===== config.mk =====
export PLATFORM = sky130hd
export DESIGN_NAME = mant_mult_seq_flat
export DESIGN_NICKNAME = d
export VERILOG_FILES = /design/src/rtl/mant_mult_seq_if.sv /design/src/rtl/mant_mult_seq.sv /design/src/flat_wrapper.sv
export SDC_FILE = /design/constraint.sdc
export NUM_CORES = 1
export LEC_CHECK = 0
export ABC_CLOCK_PERIOD_IN_PS = 3900
export CORE_MARGIN = 2
export CORE_UTILIZATION = 59
export DETAILED_ROUTE_END_ITERATION = 12
export HOLD_SLACK_MARGIN = 0.05
export PLACE_DENSITY = 0.78
export SLEW_MARGIN = 10
export SYNTH_ARGS = -nofsm -noshare
export SYNTH_HDL_FRONTEND = slang
export SYNTH_HIERARCHICAL = 1
export SYNTH_SLANG_ARGS = --single-unit
export TNS_END_PERCENT = 50

===== constraint.sdc =====
create_clock -name clk -period 3.9 [get_ports clk]
set_input_delay 0.975 -clock clk [delete_from_list [all_inputs] [get_ports clk]]
set_output_delay 0.975 -clock clk [all_outputs]
set_load 0.01 [all_outputs]

===== src/rtl/mant_mult_seq_if.sv =====
// Handshake and data bundle for the sequential mantissa multiplier.
// The master side issues start with operands; the slave side reports busy/done/product.
interface mant_mult_seq_if #(
   parameter int N = 32
) ();
   logic         start;
   logic [N-1:0] a;
   logic [N-1:0] b;
   logic         busy;
   logic         done;
   logic [63:0]  product;

   modport master (
      output start,
      output a,
      output b,
      input  busy,
      input  done,
      input  product
   );

   modport slave (
      input  start,
      input  a,
      input  b,
      output busy,
      output done,
      output product
   );
endinterface


===== src/rtl/mant_mult_seq.sv =====
// Sequential unsigned shift-and-add multiplier (N-bit operands, 64-bit product).
// One operation takes N RUN cycles plus one DONE cycle; a single 64-bit
// recursive-doubling (parallel-prefix) adder does every accumulation.

// 64-bit adder built from six doubling levels of generate/propagate prefixes.
module recursive_doubling_add64 (
   input  logic [63:0] a_i,
   input  logic [63:0] b_i,
   output logic [63:0] sum_o,
   output logic        cout_o
);
   logic [63:0] g_base;
   logic [63:0] p_base;
   logic [63:0] p_top_unused;

   assign g_base = a_i & b_i;
   assign p_base = a_i ^ b_i;

   genvar gi;
   generate
      for (gi = 0; gi < 6; gi++) begin : g_lvl
         // Span of the prefix combine doubles at every level: 1, 2, 4, ... 32.
         localparam int          D        = 1 << gi;
         localparam logic [63:0] LOW_MASK = (64'd1 << D) - 64'd1;
         logic [63:0] g_in;
         logic [63:0] p_in;
         logic [63:0] g_out;
         logic [63:0] p_out;

         if (gi == 0) begin : g_first
            assign g_in = g_base;
            assign p_in = p_base;
         end else begin : g_chain
            assign g_in = g_lvl[gi-1].g_out;
            assign p_in = g_lvl[gi-1].p_out;
         end

         // Positions below the span have no partner and pass through unchanged.
         assign g_out = g_in | (p_in & (g_in << D));
         assign p_out = p_in & ((p_in << D) | LOW_MASK);
      end
   endgenerate

   // Group propagate of the final level is not needed for a carry-in-free add.
   assign p_top_unused = g_lvl[5].p_out;

   assign sum_o  = p_base ^ {g_lvl[5].g_out[62:0], 1'b0};
   assign cout_o = g_lvl[5].g_out[63];
endmodule

module mant_mult_seq #(
   parameter int N = 32
) (
   input  logic           clk,
   input  logic           rst_n,
   mant_mult_seq_if.slave bus
);
   typedef enum logic [1:0] {
      S_IDLE = 2'd0,
      S_RUN  = 2'd1,
      S_DONE = 2'd2
   } state_t;

   localparam logic [5:0] CNT_LAST = 6'(N - 1);

   state_t       state_q;
   logic [63:0]  mcand_q;
   logic [N-1:0] mplier_q;
   logic [63:0]  acc_q;
   logic [5:0]   cnt_q;
   logic [63:0]  product_q;
   logic         busy_q;
   logic         done_q;

   logic [63:0]  sum;
   logic [63:0]  acc_d;
   logic [63:0]  mcand_d;
   logic [N-1:0] mplier_d;
   logic [5:0]   cnt_d;

   // The accumulation never overflows 64 bits while running, so carry-out is dropped.
   logic         adder_cout_unused;

   // Adder operands are hard-wired; its result only matters in RUN.
   recursive_doubling_add64 u_adder (
      .a_i    (acc_q),
      .b_i    (mcand_q),
      .sum_o  (sum),
      .cout_o (adder_cout_unused)
   );

   // Next-state datapath for one shift-and-add step.
   always_comb begin
      acc_d    = mplier_q[0] ? sum : acc_q;
      mcand_d  = mcand_q << 1;
      mplier_d = mplier_q >> 1;
      cnt_d    = cnt_q + 6'd1;
   end

   // Control FSM and datapath registers; busy/done are registered with the state.
   always_ff @(posedge clk or negedge rst_n) begin
      if (!rst_n) begin
         state_q   <= S_IDLE;
         mcand_q   <= '0;
         mplier_q  <= '0;
         acc_q     <= '0;
         cnt_q     <= '0;
         product_q <= '0;
         busy_q    <= 1'b0;
         done_q    <= 1'b0;
      end else begin
         case (state_q)
            S_IDLE: begin
               if (bus.start) begin
                  mcand_q  <= 64'(bus.a);
                  mplier_q <= bus.b;
                  acc_q    <= '0;
                  cnt_q    <= '0;
                  state_q  <= S_RUN;
                  busy_q   <= 1'b1;
               end
            end
            S_RUN: begin
               // Always N steps, even if the multiplier runs out of ones early.
               acc_q    <= acc_d;
               mcand_q  <= mcand_d;
               mplier_q <= mplier_d;
               cnt_q    <= cnt_d;
               if (cnt_q == CNT_LAST) begin
                  product_q <= acc_d;
                  state_q   <= S_DONE;
                  done_q    <= 1'b1;
               end
            end
            S_DONE: begin
               state_q <= S_IDLE;
               busy_q  <= 1'b0;
               done_q  <= 1'b0;
            end
            default: begin
               state_q <= S_IDLE;
               busy_q  <= 1'b0;
               done_q  <= 1'b0;
            end
         endcase
      end
   end

   assign bus.busy    = busy_q;
   assign bus.done    = done_q;
   assign bus.product = product_q;
endmodule


===== src/flat_wrapper.sv =====
// flat-port wrapper written by rule: the top's interface ports become plain ports
module mant_mult_seq_flat 
#(
   parameter int N = 32
)
  (clk, rst_n, bus_start, bus_a, bus_b, bus_busy, bus_done, bus_product);
  mant_mult_seq_if #(.N(N)) bus_i ();
  input  logic clk;
  input  logic rst_n;
  input wire logic [$bits(bus_i.start)-1:0] bus_start;
  input wire logic [$bits(bus_i.a)-1:0] bus_a;
  input wire logic [$bits(bus_i.b)-1:0] bus_b;
  output wire logic [$bits(bus_i.busy)-1:0] bus_busy;
  output wire logic [$bits(bus_i.done)-1:0] bus_done;
  output wire logic [$bits(bus_i.product)-1:0] bus_product;
  assign bus_i.start = bus_start;
  assign bus_i.a = bus_a;
  assign bus_i.b = bus_b;
  assign bus_busy = bus_i.busy;
  assign bus_done = bus_i.done;
  assign bus_product = bus_i.product;
  mant_mult_seq #(.N(N)) u_core (.clk(clk), .rst_n(rst_n), .bus(bus_i));
endmodule

After elaboration in Yosys (flattened, before gate mapping)

Index checks and enable logic that the tools add are counted.

Output and inout port bits: 66
Flip-flop bits (word level): 234
Logic and storage cells: 58
Input port bits: 67

$add $sub $neg: 1
Muxes and demuxes: 16
Bitwise operators: 22
Reductions and logical operators: 7
Equality and inequality tests: 4

Operators with widths:

| cell                  | count |
|---|---|
| $and A63 B63 Y63      | 12 |
| $or A63 B63 Y63       | 6 |
| $pmux W64 S2          | 2 |
| $mux W64              | 3 |
| $xor A64 B64 Y64      | 2 |
| $pmux W32 S2          | 1 |
| $mux W32              | 1 |
| $pmux W6 S2           | 1 |
| $reduce_and A2 Y1     | 5 |
| $add A6 B1 Y6 const B | 1 |
| $eq A6 B5 Y1 const B  | 1 |
| $mux W6               | 1 |
| $mux W2               | 2 |
| $pmux W1 S2           | 2 |
| $pmux W2 S2           | 1 |
| $eq A2 B1 Y1 const B  | 1 |
| $logic_not A2 Y1      | 1 |
| $mux W1               | 2 |
| $ne A2 B1 Y1 const B  | 1 |
| $ne A2 B2 Y1 const B  | 1 |
| $not A1 Y1            | 2 |
| $reduce_bool A2 Y1    | 1 |

Depth between registers and ports, before layout

Word-level depth: 16
Mapped depth: 13
Mapped depth without buffers: 13

Hierarchy

The synthesis kept the hierarchy.

By module, submodules not included:

| module                   | seq. area each (µm²) | area an instance (µm²) | instances | cells each |
|---|---|---|---|---|
| mant_mult_seq            | 5,855.6              | 10,246.1               | 1         | 799 |
| recursive_doubling_add64 | 0.0                  | 3,935.0                | 1         | 577 |

Least setup slack after synthesis

No wires, ideal clock.

Path kind: register -> register
From: register u_core.acc_q[0]
To: register u_core.product_q[62], in the netlist u_core/bus.product[62]
Arrival time: 3.292 ns
Cell stages (with the launch flop): 14
Path buffers: 0
Period minus slack after synthesis: 3.417 ns
Data required time: 3.775 ns
Library setup time: 0.125 ns
Setup slack: 0.483 ns
Cells stage by stage: dfrtp_1 > ha_1 > fa_1 > a21o_1 > a221o_1 > o211ai_2 > a21oi_1 > a21o_1 > a221oi_4 > o21ai_2 > a311oi_2 > xnor2_1 > mux2_2 > mux2_4

Word-level cells in the longest chain between the ends: 14
Elaborated cells between the ends (all ways): 17
Those cells by class: mux: 1; bitwise: 16

RTL lines:

| element                                              | line                                     | source |
|---|---|---|
| start, declared                                      | mant_mult_seq.sv:69                      | `logic [63:0] acc_q;` |
| start signal, assigned                               | mant_mult_seq.sv:106                     | `acc_q <= '0;` |
| start signal, assigned                               | mant_mult_seq.sv:117                     | `acc_q <= '0;` |
| start signal, assigned                               | mant_mult_seq.sv:125                     | `acc_q <= acc_d;` |
| $and A63 B63 Y63 or $xor A64 B64 Y64 (tied branches) | mant_mult_seq.sv:16, mant_mult_seq.sv:17 |  |
| $and A63 B63 Y63, on equally long branches           | mant_mult_seq.sv:39, mant_mult_seq.sv:40 |  |
| $or A63 B63 Y63 or $and A63 B63 Y63 (tied branches)  | mant_mult_seq.sv:39                      | `assign g_out = g_in \| (p_in & (g_in << D));` |
| $or A63 B63 Y63 *                                    | mant_mult_seq.sv:39                      |  |
| $and A63 B63 Y63 *                                   | mant_mult_seq.sv:39                      |  |
| $or A63 B63 Y63 *                                    | mant_mult_seq.sv:39                      |  |
| $and A63 B63 Y63 *                                   | mant_mult_seq.sv:39                      |  |
| $or A63 B63 Y63 *                                    | mant_mult_seq.sv:39                      |  |
| $and A63 B63 Y63 *                                   | mant_mult_seq.sv:39                      |  |
| $or A63 B63 Y63 *                                    | mant_mult_seq.sv:39                      |  |
| $and A63 B63 Y63 *                                   | mant_mult_seq.sv:39                      |  |
| $or A63 B63 Y63 *                                    | mant_mult_seq.sv:39                      |  |
| $xor A64 B64 Y64 *                                   | mant_mult_seq.sv:47                      | `assign sum_o = p_base ^ {g_lvl[5].g_out[62:0], 1'b0};` |
| named net u_core.sum[62]                             | mant_mult_seq.sv:75                      | `logic [63:0] sum;` |
| $mux W64 *                                           | mant_mult_seq.sv:94                      | `acc_d = mplier_q[0] ? sum : acc_q;` |
| end signal, assigned                                 | mant_mult_seq.sv:108                     | `product_q <= '0;` |
| end signal, assigned                                 | mant_mult_seq.sv:130                     | `product_q <= acc_d;` |
| end, declared                                        | mant_mult_seq.sv:71                      | `logic [63:0] product_q;` |

Mark *: on every way through the listed nets, which the timed path passes. The rest lies on a longest branch.
A chain may end at the register's enable or synchronous reset.

Worst setup path after layout

From: register u_core.mcand_q[4]
To: register u_core.product_q[47], in the netlist u_core/bus.product[47]

Word-level cells in the longest chain between the ends: 13
Elaborated cells between the ends (all ways): 20
Those cells by class: mux: 1; bitwise: 19

RTL lines:

| element                      | line                 | source |
|---|---|---|
| start, declared              | mant_mult_seq.sv:67  | `logic [63:0] mcand_q;` |
| start signal, assigned       | mant_mult_seq.sv:115 | `mcand_q <= 64'(bus.a);` |
| start signal, assigned       | mant_mult_seq.sv:126 | `mcand_q <= mcand_d;` |
| $xor A64 B64 Y64             | mant_mult_seq.sv:17  | `assign p_base = a_i ^ b_i;` |
| $and A63 B63 Y63             | mant_mult_seq.sv:39  |  |
| $or A63 B63 Y63              | mant_mult_seq.sv:39  |  |
| $and A63 B63 Y63             | mant_mult_seq.sv:39  |  |
| $or A63 B63 Y63 (2 in a row) | mant_mult_seq.sv:39  |  |
| $and A63 B63 Y63             | mant_mult_seq.sv:39  |  |
| $or A63 B63 Y63              | mant_mult_seq.sv:39  |  |
| $or A63 B63 Y63 *            | mant_mult_seq.sv:39  |  |
| $and A63 B63 Y63 *           | mant_mult_seq.sv:39  |  |
| $or A63 B63 Y63 *            | mant_mult_seq.sv:39  |  |
| $xor A64 B64 Y64 *           | mant_mult_seq.sv:47  |  |
| named net u_core.sum[47]     | mant_mult_seq.sv:75  |  |
| $mux W64 *                   | mant_mult_seq.sv:94  |  |

Marked as above.

==> impl_metrics.csv <==
group,metric,value,unit
run_status,status,"finished clean",
global_route,gr-usage-all-layers,0.285,
timing,finalClockSkew,0.0210,ns
timing,hold_viol_final,0,
finish,area_delta_synth_final,16.3,%
timing,fin_crit,3.72,ns
floorplan,rows,56,
cts,cts_buffer_depth,3,
critical_path,worst-endpoint-arrival,4.13,ns
route,routed_wl,36.1,mm
global_route,grt_pass1_wl,59.7,mm
timing,fmax,269,MHz
cts,root_buffer,"clkbuf_16",
timing,period_share,0.954,
critical_path,crit_start,"u_core/mcand_q[4]",
route,firstDrtPassIters,5,
floorplan,die_x,159,µm
route,via_per_inst,6.31,
critical_path,start_kind,"register",
power_and_ir_drop,power_density,802,mW/mm²
floorplan,initial_utilization,0.601,
critical_path,cp_slowest_cell,"o21ai_0",
route,vias,11300,
timing,worst_slew_pin_slew,1.18,ns
finish,multiInputGateArea,0.00776,mm²
power_and_ir_drop,power,13.2,mW
placed_design,gp_congestion,0.933,
placed_design,post-place-ws,0.137,ns
yosys,synth_cells,1372,
cts,worst_skew_pair.late_latency,0.53,ns
finish,nets,1595,
timing,worst_slack,0.178,ns
yosys,syn_area,0.0142,mm²
critical_path,crit_path_max_incr_delay,0.43,ns
critical_path,cp-end-kind,"register",
cts,cts_tree,"yes",
floorplan,io_pins,133,
global_route,grt_max_degree,92,
finish,regArea,0.00586,mm²
critical_path,critPathKind,"reg -> reg",
route,drtIter0Drc,886,
cts,htree_num_levels,1,
flow_run,maxCapViolations,0,
route,drc,0,
timing,final_max_slew_viol_count,0,
finish,final_common_cell,"dfrtp_1",
timing,setup_viol,0,
cts,hold_buffers,0,
critical_path,crit_chain,"ha_1 > o211ai_1 > o21bai_1 > o21ai_1 > a31oi_1 > a31o_1 > a31oi_1 > o21ai_0 > a21boi_0 > xnor2_1 > mux2_2 > mux2_4",
yosys,syn-num-nets,1505,
route,final_antenna_net_count,0,
power_and_ir_drop,peakVddDrop,0.000515,V
critical_path,crit_buf_inv,0,
floorplan,coreArea,0.0235,mm²
placed_design,dpl.hpwl,25.0,mm
timing,fin_setup_tns,0,ns
cts,clk_pin_slew_worst_paths,0.06,ns
cts,cts_sinks,234,
critical_path,r2r-start,"u_core/mcand_q[4]",
route,routedWlPerCell,20.1,µm
critical_path,crit_top_cell,"a31oi_1",
finish,antenna_cells,0,
timing,relSlewSlack,0.214,
power_and_ir_drop,p_leak,7.61,nW
finish,nFillCells,1850,
placed_design,portBuffers,132,
yosys,syn-mean-instance-area,10.3,µm²
floorplan,die_h,159,µm
critical_path,worst_ep_required_time,4.30,ns
cts,cts-buffers-inserted,25,
timing,rsz0062_at_grt,"no",
critical_path,crit_fanout,4,
min_path,hold_class,"in -> async",
global_route,antenna_found_initial,0,
yosys,yosys_warnings,6,
critical_path,cp_top_family,"compound AO/OA/AOI/OAI gates",
global_route,grt_pass1_vias,11400,
finish,final_cell_mix,"dfrtp_1 (231), clkdlybuf4s50_1 (131), a21oi_1 (123)",
global_route,grt-ovfl-total,0,
finish,drive_above_1_share,0.147,
floorplan,dieArea,0.0252,mm²
-- cell type report --
cell class / instances / share of cell area
Clock buffer: 41 / 0.0453
Clock inverter: 5 / 0.00380
Inverter: 23 / 0.00524
Multi-Input combinational cell: 1020 / 0.472
Sequential cell: 234 / 0.356
Tap cell: 319 / 0.0242
Timing Repair Buffer: 158 / 0.0939
-- per-stage QoR --
step	hold slack, ns	instance area [µm²]	utilization	std cells
after floorplan	0.439	14200	-	1372
after global placement	0.460	15600	0.664	1753
after detailed placement	0.466	15600	0.664	1753
after CTS	0.478	16400	0.698	1799
after global routing	0.504	16500	0.699	1800
final	0.446	16500	0.699	1800
-- where the power goes --
group / switching [mW] / internal (mW) / leakage (nW)
combinational: 3.58 / 3.17 / 4.13
clock: 0.969 / 1.37 / 0.386
sequential: 0.810 / 3.32 / 3.10
-- layer usage --
| layer | routed length [µm] | global-route usage |
|---|---|---|
| met2 | 16700 | 0.453 |
| met5 | 0 | 0 |
| met3 | 2280 | 0.0483 |
| met4 | 938 | 0.0798 |
| met1 | 16200 | 0.405 |
-- flip-flops by register name, summed over array words and instances, names as in the netlist --
name,flops
u_core/acc_q,64
u_core/mcand_q,64
u_core/mplier_q,32
u_core/cnt_q,6
u_core/bus.product,64
u_core/bus.busy,1
u_core/state_q,2
u_core/bus.done,1
-- final timing paths --
path / endpoint / slack (ns) / cells after the start
max: u_core/bus.product[47] / 0.18 / 12
min: u_core/mcand_q[27] / 0.45 / 1
max reg2reg: u_core/bus.product[47] / 0.18 / 12
min reg2reg: u_core/cnt_q[5] / 0.48 / 1
max in group asynchronous: u_core/acc_q[4] / 2.51 / 2
min in group clk: u_core/cnt_q[5] / 0.48 / 1
-- timing repair --
action	4_1_cts	5_1_grt
setup buffers	0	1
setup endpoints to repair	0	9
resized for setup	0	6
Note: power is estimated with default switching activity, not from simulation.
